## config.mk

```make
export PLATFORM = sky130hd
export DESIGN_NAME = wwm_projectile_ctrl
export DESIGN_NICKNAME = d
export VERILOG_FILES = /design/src/rtl/wwm_projectile_ctrl.sv
export SDC_FILE = /design/constraint.sdc
export NUM_CORES = 1
export LEC_CHECK = 0
export CORE_AREA = 8 8 120 122
export CTS_CLUSTER_DIAMETER = 30
export CTS_CLUSTER_SIZE = 8
export DETAILED_ROUTE_END_ITERATION = 10
export DIE_AREA = 0 0 128 130
export PLACE_DENSITY_LB_ADDON = 0.2
export SETUP_SLACK_MARGIN = 0.05
export SLEW_MARGIN = 10
export SYNTH_ARGS = -nofsm -noshare
export SYNTH_HDL_FRONTEND = slang
export SYNTH_SLANG_ARGS = --single-unit
```

## constraint.sdc

```tcl
create_clock -name clk -period 4.72 [get_ports clk]
set_input_delay 0.472 -clock clk [delete_from_list [all_inputs] [get_ports clk]]
set_output_delay 0.472 -clock clk [all_outputs]
set_load 0.1 [all_outputs]
```

## src/rtl/wwm_projectile_ctrl.sv

```systemverilog
// Projectile flight sequencer: launches on start, steps the center once per
// physics tick under gravity, and parks in DONE until the game FSM acks.
module wwm_projectile_ctrl #(
  parameter int TICK_DIV  = 1666667,
  parameter int X0        = 100,
  parameter int Y0        = 400,
  parameter int X_MAX     = 639,
  parameter int Y_GROUND  = 440,
  parameter int GRAVITY   = 1,
  parameter int MAX_TICKS = 1023
) (
  input  logic       clk,
  input  logic       Reset,
  input  logic       start,
  input  logic       Ack,
  input  logic [3:0] vX,
  input  logic [3:0] vY,
  output logic [9:0] projectileCenterX,
  output logic [9:0] projectileCenterY,
  output logic       active,
  output logic       busy,
  output logic       done,
  output logic [1:0] result
);

  localparam int DW = $clog2(TICK_DIV + 1);
  localparam int TW = $clog2(MAX_TICKS + 1);
  localparam logic signed [11:0] YG = 12'(Y_GROUND);

  typedef enum logic [1:0] {
    IDLE,
    FLIGHT,
    DONE
  } state_t;

  state_t state_q, state_d;

  logic [DW-1:0]      div_q;
  logic [TW-1:0]      ticks_q;
  logic [3:0]         vx_q;
  logic signed [7:0]  vely_q;
  logic [9:0]         x_q;
  logic signed [11:0] y_q;
  logic [1:0]         res_q;

  logic               tick;
  logic               launch;
  logic [10:0]        x_n;
  logic signed [11:0] y_n;
  logic signed [8:0]  vel_dec;
  logic               hit_gnd;
  logic               hit_edge;
  logic               hit_to;
  logic               fin;

  assign launch   = (state_q == IDLE) && start;
  assign tick     = (state_q == FLIGHT) &&
                    (div_q == DW'(TICK_DIV - 1));
  assign x_n      = {1'b0, x_q} + {7'd0, vx_q};
  assign y_n      = y_q - {{4{vely_q[7]}}, vely_q};
  assign vel_dec  = {vely_q[7], vely_q} - 9'(GRAVITY);
  assign hit_gnd  = y_n >= YG;
  assign hit_edge = x_n > 11'(X_MAX);
  assign hit_to   = ticks_q == TW'(MAX_TICKS - 1);
  assign fin      = tick && (hit_gnd || hit_edge || hit_to);

  always_ff @(posedge clk or posedge Reset) begin
    if (Reset) state_q <= IDLE;
    else       state_q <= state_d;
  end

  always_comb begin
    state_d = state_q;
    unique case (state_q)
      IDLE:    if (start) state_d = FLIGHT;
      FLIGHT:  if (fin)   state_d = DONE;
      DONE:    if (Ack)   state_d = IDLE;
      default: state_d = IDLE;
    endcase
  end

  always_comb begin
    busy   = 1'b0;
    done   = 1'b0;
    active = 1'b0;
    unique case (state_q)
      FLIGHT: begin
        busy   = 1'b1;
        active = ~y_q[11];
      end
      DONE: begin
        busy   = 1'b1;
        done   = 1'b1;
        active = 1'b1;
      end
      default: ;
    endcase
  end

  always_ff @(posedge clk or posedge Reset) begin
    if (Reset) begin
      div_q   <= '0;
      ticks_q <= '0;
      vx_q    <= '0;
      vely_q  <= '0;
      x_q     <= 10'(X0);
      y_q     <= 12'(Y0);
      res_q   <= 2'b00;
    end else if (launch) begin
      div_q   <= '0;
      ticks_q <= '0;
      vx_q    <= vX;
      vely_q  <= {4'd0, vY};
      x_q     <= 10'(X0);
      y_q     <= 12'(Y0);
      res_q   <= 2'b00;
    end else if (state_q == FLIGHT) begin
      div_q <= tick ? '0 : div_q + DW'(1);
      if (tick) begin
        ticks_q <= ticks_q + TW'(1);
        // velocity floor keeps a long fall from wrapping positive
        vely_q  <= (vel_dec < -9'sd128) ? 8'sh80 : vel_dec[7:0];
        if (hit_gnd) begin
          y_q   <= YG;
          x_q   <= hit_edge ? 10'(X_MAX) : x_n[9:0];
          res_q <= 2'b01;
        end else if (hit_edge) begin
          x_q   <= 10'(X_MAX);
          y_q   <= y_n;
          res_q <= 2'b10;
        end else begin
          x_q   <= x_n[9:0];
          y_q   <= y_n;
          if (hit_to) res_q <= 2'b11;
        end
      end
    end
  end

  assign projectileCenterX = x_q;
  assign projectileCenterY = y_q[11] ? 10'd0 : y_q[9:0];
  assign result            = res_q;

endmodule

```

# --- Word level (Yosys, flattened, before mapping) ---
# Cells that the tools add are included.
classes:
  n_lt_le_gt_ge: 3
  n_eq_ne: 7
  bitwise_logic: 1
  reduce_logical: 13
  n_mux: 32
  n_addsub: 5
op_table:
  columns: ["op", "count"]
  rows:
  - ["10-bit two-way mux", 8]
  - ["21-bit two-way mux", 3]
  - ["12-bit two-way mux", 4]
  - ["8-bit two-way mux", 4]
  - ["21-bit by 1-bit adder with 21-bit output (second input constant)", 1]
  - ["21-bit == test (second input constant)", 1]
  - ["2-bit two-way mux", 9]
  - ["12-bit by 10-bit greater-or-equal comparator with 1-bit output (second input constant)", 1]
  - ["12-bit subtractor", 1]
  - ["10-bit by 4-bit adder with 11-bit output", 1]
  - ["11-bit by 10-bit greater-than comparator with 1-bit output (second input constant)", 1]
  - ["10-bit by 1-bit adder with 10-bit output (second input constant)", 1]
  - ["10-bit == test (second input constant)", 1]
  - ["9-bit by 8-bit < comparator with 1-bit output (second input constant)", 1]
  - ["8-bit by 2-bit subtractor with 9-bit output (second input constant)", 1]
  - ["2-bit != test (second input constant)", 3]
  - ["2-bit case mux with 3 select lines", 1]
  - ["3-bit AND reduction", 2]
  - ["2-bit nonzero test", 2]
  - ["4-bit nonzero test", 1]
  - ["1-bit logical AND", 3]
  - ["2-bit by 1-bit == test with 1-bit output (second input constant)", 1]
  - ["2-bit == test (second input constant)", 1]
  - ["2-bit zero test", 1]
  - ["other kinds (6)", 8]
totals:
  regBits: 69
  elab_cells: 69
  inputBits: 12
  output_inout_bits: 25

# --- Depth between registers and ports, before layout ---
logic_depth:
  ltp_word: 7
  mapped_depth: 13
  depth_no_buf: 12

# --- Worst setup path before layout ---
# Ideal clock, no wire load.
synth_path:
  kind: "reg-to-output"
  start: "register state_q[0]"
  end: "output active"
  stages_incl_launch_ff: 5
  t_arrival_ps: 2754
  n_path_buf: 0
  required_time_ps: 4248
  slack_ps: 1494
  cell_sequence: "dfrtp_1 inv_1 ha_1 a21oi_1 nor2b_1"
synth_via:
  elab_chain_cells: 2
  elab_cells_between_ends: 3
  cone_classes: "eq/ne: 2; mux: 1"
synth_rtl:
  columns: ["item", "line", "text"]
  rows:
  - ["start, declared", "36", "state_t state_q, state_d;"]
  - ["start signal, assigned", "69", "else state_q <= state_d;"]
  - ["2-bit == test / 2-bit by 1-bit == test with 1-bit output (equally long branches)", "86", "unique case (state_q)"]
  - ["1-bit case mux with 2 select lines (*)", "86", null]
  - ["end, declared", "20", "output logic active,"]
# Mark *: on every way between the ends. The rest lies on a longest branch, timed or not.

# --- Worst setup path after layout ---
layout_path:
  start: "register state_q[1]"
  end: "output active"
# Same word-level chain as after synthesis.

==> summary by stage <==
Timing
The top achievable clock speed is 327 MHz. Headroom to the max-slew limit came out at 33.5%. The final clock period utilization by the worst path is 64.8%. The number of hold-slack violations in the final timing report is 0. The total negative slack for setup checks is 0 ns.

The number of endpoints failing setup at the final stage is 0. Setup repair after global routing left no endpoint under its margin. The pin slew with the least headroom to its limit is 0.995 ns. On the final layout, the worst hold slack is 0.493 ns. The post-route clock skew is 0.00797 ns. The final critical delay including setup and external delays is 3.06 ns. The number of max-slew violations in the final report came to 0.

Power and ir drop
The worst IR drop on VDD is 0.200 mV. In this run the power density over the cells is 410 nW/um^2. In this run the static leakage power is 0.00230 uW. The overall power consumption is 2090 uW.

Clock network
In this run the post-CTS setup repair buffer count came out at 0. The H-tree was split into 3 levels. In this run, post-CTS repair resized a total of 0 instances. The tree is rooted in a sky130_fd_sc_hd__clkbuf_16. The longest clock path from root to sink contains 2 buffers. TritonCTS built the clock tree. At the later pin of the worst-skew pair, clock insertion delay measures 0.34 ns. The number of clock sinks is 69. The number of buffers created by CTS is 9. The count of hold buffers inserted by post-cts repair is 0. The CTS clock-pin slew for the worst setup and hold paths is 0.06 ns.

Place
The count of buffers added on input and output ports is 36. The weighted congestion reported at the end of routability-driven placement is 0.835. The standard cell area after detailed placement is 4840 sq um. The HPWL after detailed placement is 7610 um.

Global route
The number of antenna violations at the first check in global routing was 0. Across every metal layer, demand over resource in global routing totals 13.9%. Entering global routing, the biggest net connects 38 pins. The remaining global-route overflow is 0. The global-route wire length before repair is 18200 um.

The number of global-route vias before repair is 3622.

Floorplanning
The floorplan step defined a die boundary enclosing 16600 sq um. The total area inside the core boundary comes to 12400 sq um. The top-level port count is 37. After floorplanning, the core was divided into 41 placement rows. The initial standard-cell utilization of the core is 34.7%.

The x dimension of the die is 128 um. The die outline height is 130 um.

Synthesis
The number of warnings issued by yosys is 0. The number of nets in the synthesized netlist is 529. After synthesis the cells add up to 4300 sq um. The number of enable-type register cells in the synthesized netlist is 0. The number of synthesized register bits is 69. The dominant synthesized flop cell is sky130_fd_sc_hd__dfrtp_1. The instance count of the mapped netlist is 491. The share of the yosys chip area belonging to registers is 40.3%. The number of different library cells in the post-synthesis netlist is 60. Averaged over all synthesized cells, the footprint is 8.76 sq um. Of all flip-flops after synthesis, the portion carrying an async set or reset was 100%.

Drt
The number of vias per cell is 5.02. Summed over all layers, the routed wires come to 10500 um. Across all layers, the routed design uses 3530 vias. After detailed routing, the number of remaining DRC violations is 0. The count of antenna-violating nets left after detailed routing is 0.

The routed wire length per instance is 15.0 um. After the first detailed-routing iteration, the DRC count stood at 275. The number of detailed-route iterations in the first pass is 5.

Finish
Counting the fill cells in the layout gives 1297. At the end of the flow, the number of nets in the layout was 564. The repair_antennas step left the layout with diodes totalling 0. The share of layout cells above drive strength 1 is 6.59%.

The signed area change from the synthesized netlist to the final layout is 18.8%. The share of the core filled with cells is 41.2%. Summing all non-filler instances in the final layout gives an area of 5110 sq um.

Critical path
STA classifies the critical path startpoint as a flip-flop. The arrival time reported for the critical path endpoint is 2.59 ns. The worst setup path is captured at an output pin.

Among cell families on the critical path, the largest total delay comes from buffers and inverters. The sum of buffers and inverters on the critical path is 2. The worst-case register-to-register setup slack is 1.74 ns. The largest fanout of any net on the critical path is 6.

The critical path's slowest cell is sky130_fd_sc_hd__clkdlybuf4s50_1. The critical path goes through inv_1 > ha_1 > a21oi_1 > nor2b_1 > clkdlybuf4s50_1. The worst setup path is of the flip-flop to output pin kind.

For the worst setup path, the data required time is 4.25 ns. The largest single stage delay on the critical path is 1.17 ns.

Outcome
The run finished with clean final reports.

Flow run
The tool flagged a number of max-cap violations equal to 0.

Worst hold path
The path category of the worst min-delay check is flip-flop to flip-flop.
[logic make-up (layout without fill, tap and decap cells)]
group	after synthesis	count (layout)	synth area share (%)
multiplexers	1	1	0.233
buffers and inverters	43	83	4.01
AO/OA/AOI/OAI	103	103	16.3
XOR/XNOR	37	37	7.71
AND/OR/NAND/NOR	212	212	23.6
flip-flops	69	69	40.3
adder cells (fa/ha/maj)	26	26	7.91
[flip-flops by register name (all words and copies together), names as in the netlist]
register / count
div_q: 21
y_q: 12
ticks_q: 10
state_q: 2
vx_q: 4
vely_q: 8
result: 2
projectileCenterX: 10
[path summary, 6_finish.rpt]
path,startpoint,endpoint,cells past startpoint
min,vx_q[0],vx_q[0],2
min in group asynchronous,Reset,div_q[20],2
max in group asynchronous,Reset,y_q[4],3
min reg2reg,vx_q[0],vx_q[0],2
max,state_q[1],active,5
max reg2reg,y_q[0],state_q[0],12
[power breakdown]
group	total (uW)	internal [uW]	switching [uW]
clock	618	354	264
sequential	786	683	103
combinational	689	279	410
[through the flow]
stage,instances,setup slack [ns]
6_report,703,1.66
5_1_grt,703,1.47
4_1_cts,703,1.61
3_5_place_dp,687,1.73
3_3_place_gp,687,1.83
2_1_floorplan,491,1.49
[synth_stat cells (all sizes together), types with 3 or more instances]
| cell type | instances | share of area, % |
|---|---|---|
| a211oi | 7 | 1.5 |
| a21o | 9 | 1.6 |
| a21oi | 27 | 3.2 |
| a221oi | 3 | 0.76 |
| a22oi | 3 | 0.52 |
| and2 | 7 | 1.0 |
| and3 | 7 | 1.0 |
| buf | 8 | 0.96 |
| clkbuf | 9 | 0.79 |
| dfrtp | 63 | 37 |
| dfstp | 6 | 3.7 |
| ha | 24 | 7.0 |
| inv | 26 | 2.3 |
| nand2 | 57 | 5.0 |
| nand2b | 5 | 0.73 |
| nand3 | 23 | 2.7 |
| nand4 | 3 | 0.44 |
| nor2 | 60 | 5.2 |
| nor2b | 13 | 1.9 |
| nor3 | 19 | 2.2 |
| o21ai | 27 | 3.1 |
| o22a | 3 | 0.61 |
| o31ai | 3 | 0.52 |
| or3 | 6 | 0.87 |
| or4 | 3 | 0.52 |
| xnor2 | 19 | 3.9 |
| xor2 | 18 | 3.8 |
[cell usage in the layout (no fill, tap or decap), types with 6 or more instances in the layout]
cell type and instances:
sky130_fd_sc_hd__xor2_1 17, sky130_fd_sc_hd__a21o_1 9, sky130_fd_sc_hd__clkbuf_16 9, sky130_fd_sc_hd__o21ai_0 17
sky130_fd_sc_hd__xnor2_1 19, sky130_fd_sc_hd__inv_1 24, sky130_fd_sc_hd__dfrtp_1 63, sky130_fd_sc_hd__nand3_1 23
sky130_fd_sc_hd__and2_1 7, sky130_fd_sc_hd__or3_1 6, sky130_fd_sc_hd__dfstp_2 6, sky130_fd_sc_hd__nor3_1 19
sky130_fd_sc_hd__nor2b_1 13, sky130_fd_sc_hd__and3_1 7, sky130_fd_sc_hd__clkdlybuf4s50_1 36, sky130_fd_sc_hd__nand2_1 57
sky130_fd_sc_hd__nor2_1 60, sky130_fd_sc_hd__ha_1 24, sky130_fd_sc_hd__o21ai_1 10, sky130_fd_sc_hd__a21oi_1 26
[tightest hold or removal path, delay by kind of cell (launching register included)]
kind / cells / cell delay, ns
DFF: 1 / 0.35
and+or+nand+nor: 2 / 0.12
[layer usage]
metal	up-vias	track usage, %	part of all wire (%)
met5	-	0	0
met4	0	5.17	0.99
met3	6	4.24	4.8
met2	65	21.2	44
met1	1681	18.2	51
li1	1778	-	-
[layout make-up]
cell class	count	area [sq um]	share of cell area, %
multi-input combinational	379	2390	46.9
sequential	69	1730	33.9
timing repair buffer	41	398	7.79
clock buffer	10	229	4.48
tap	172	215	4.21
inverter	26	97.6	1.91
clock inverter	6	40.0	0.784
(Power assumes the default switching activity.)
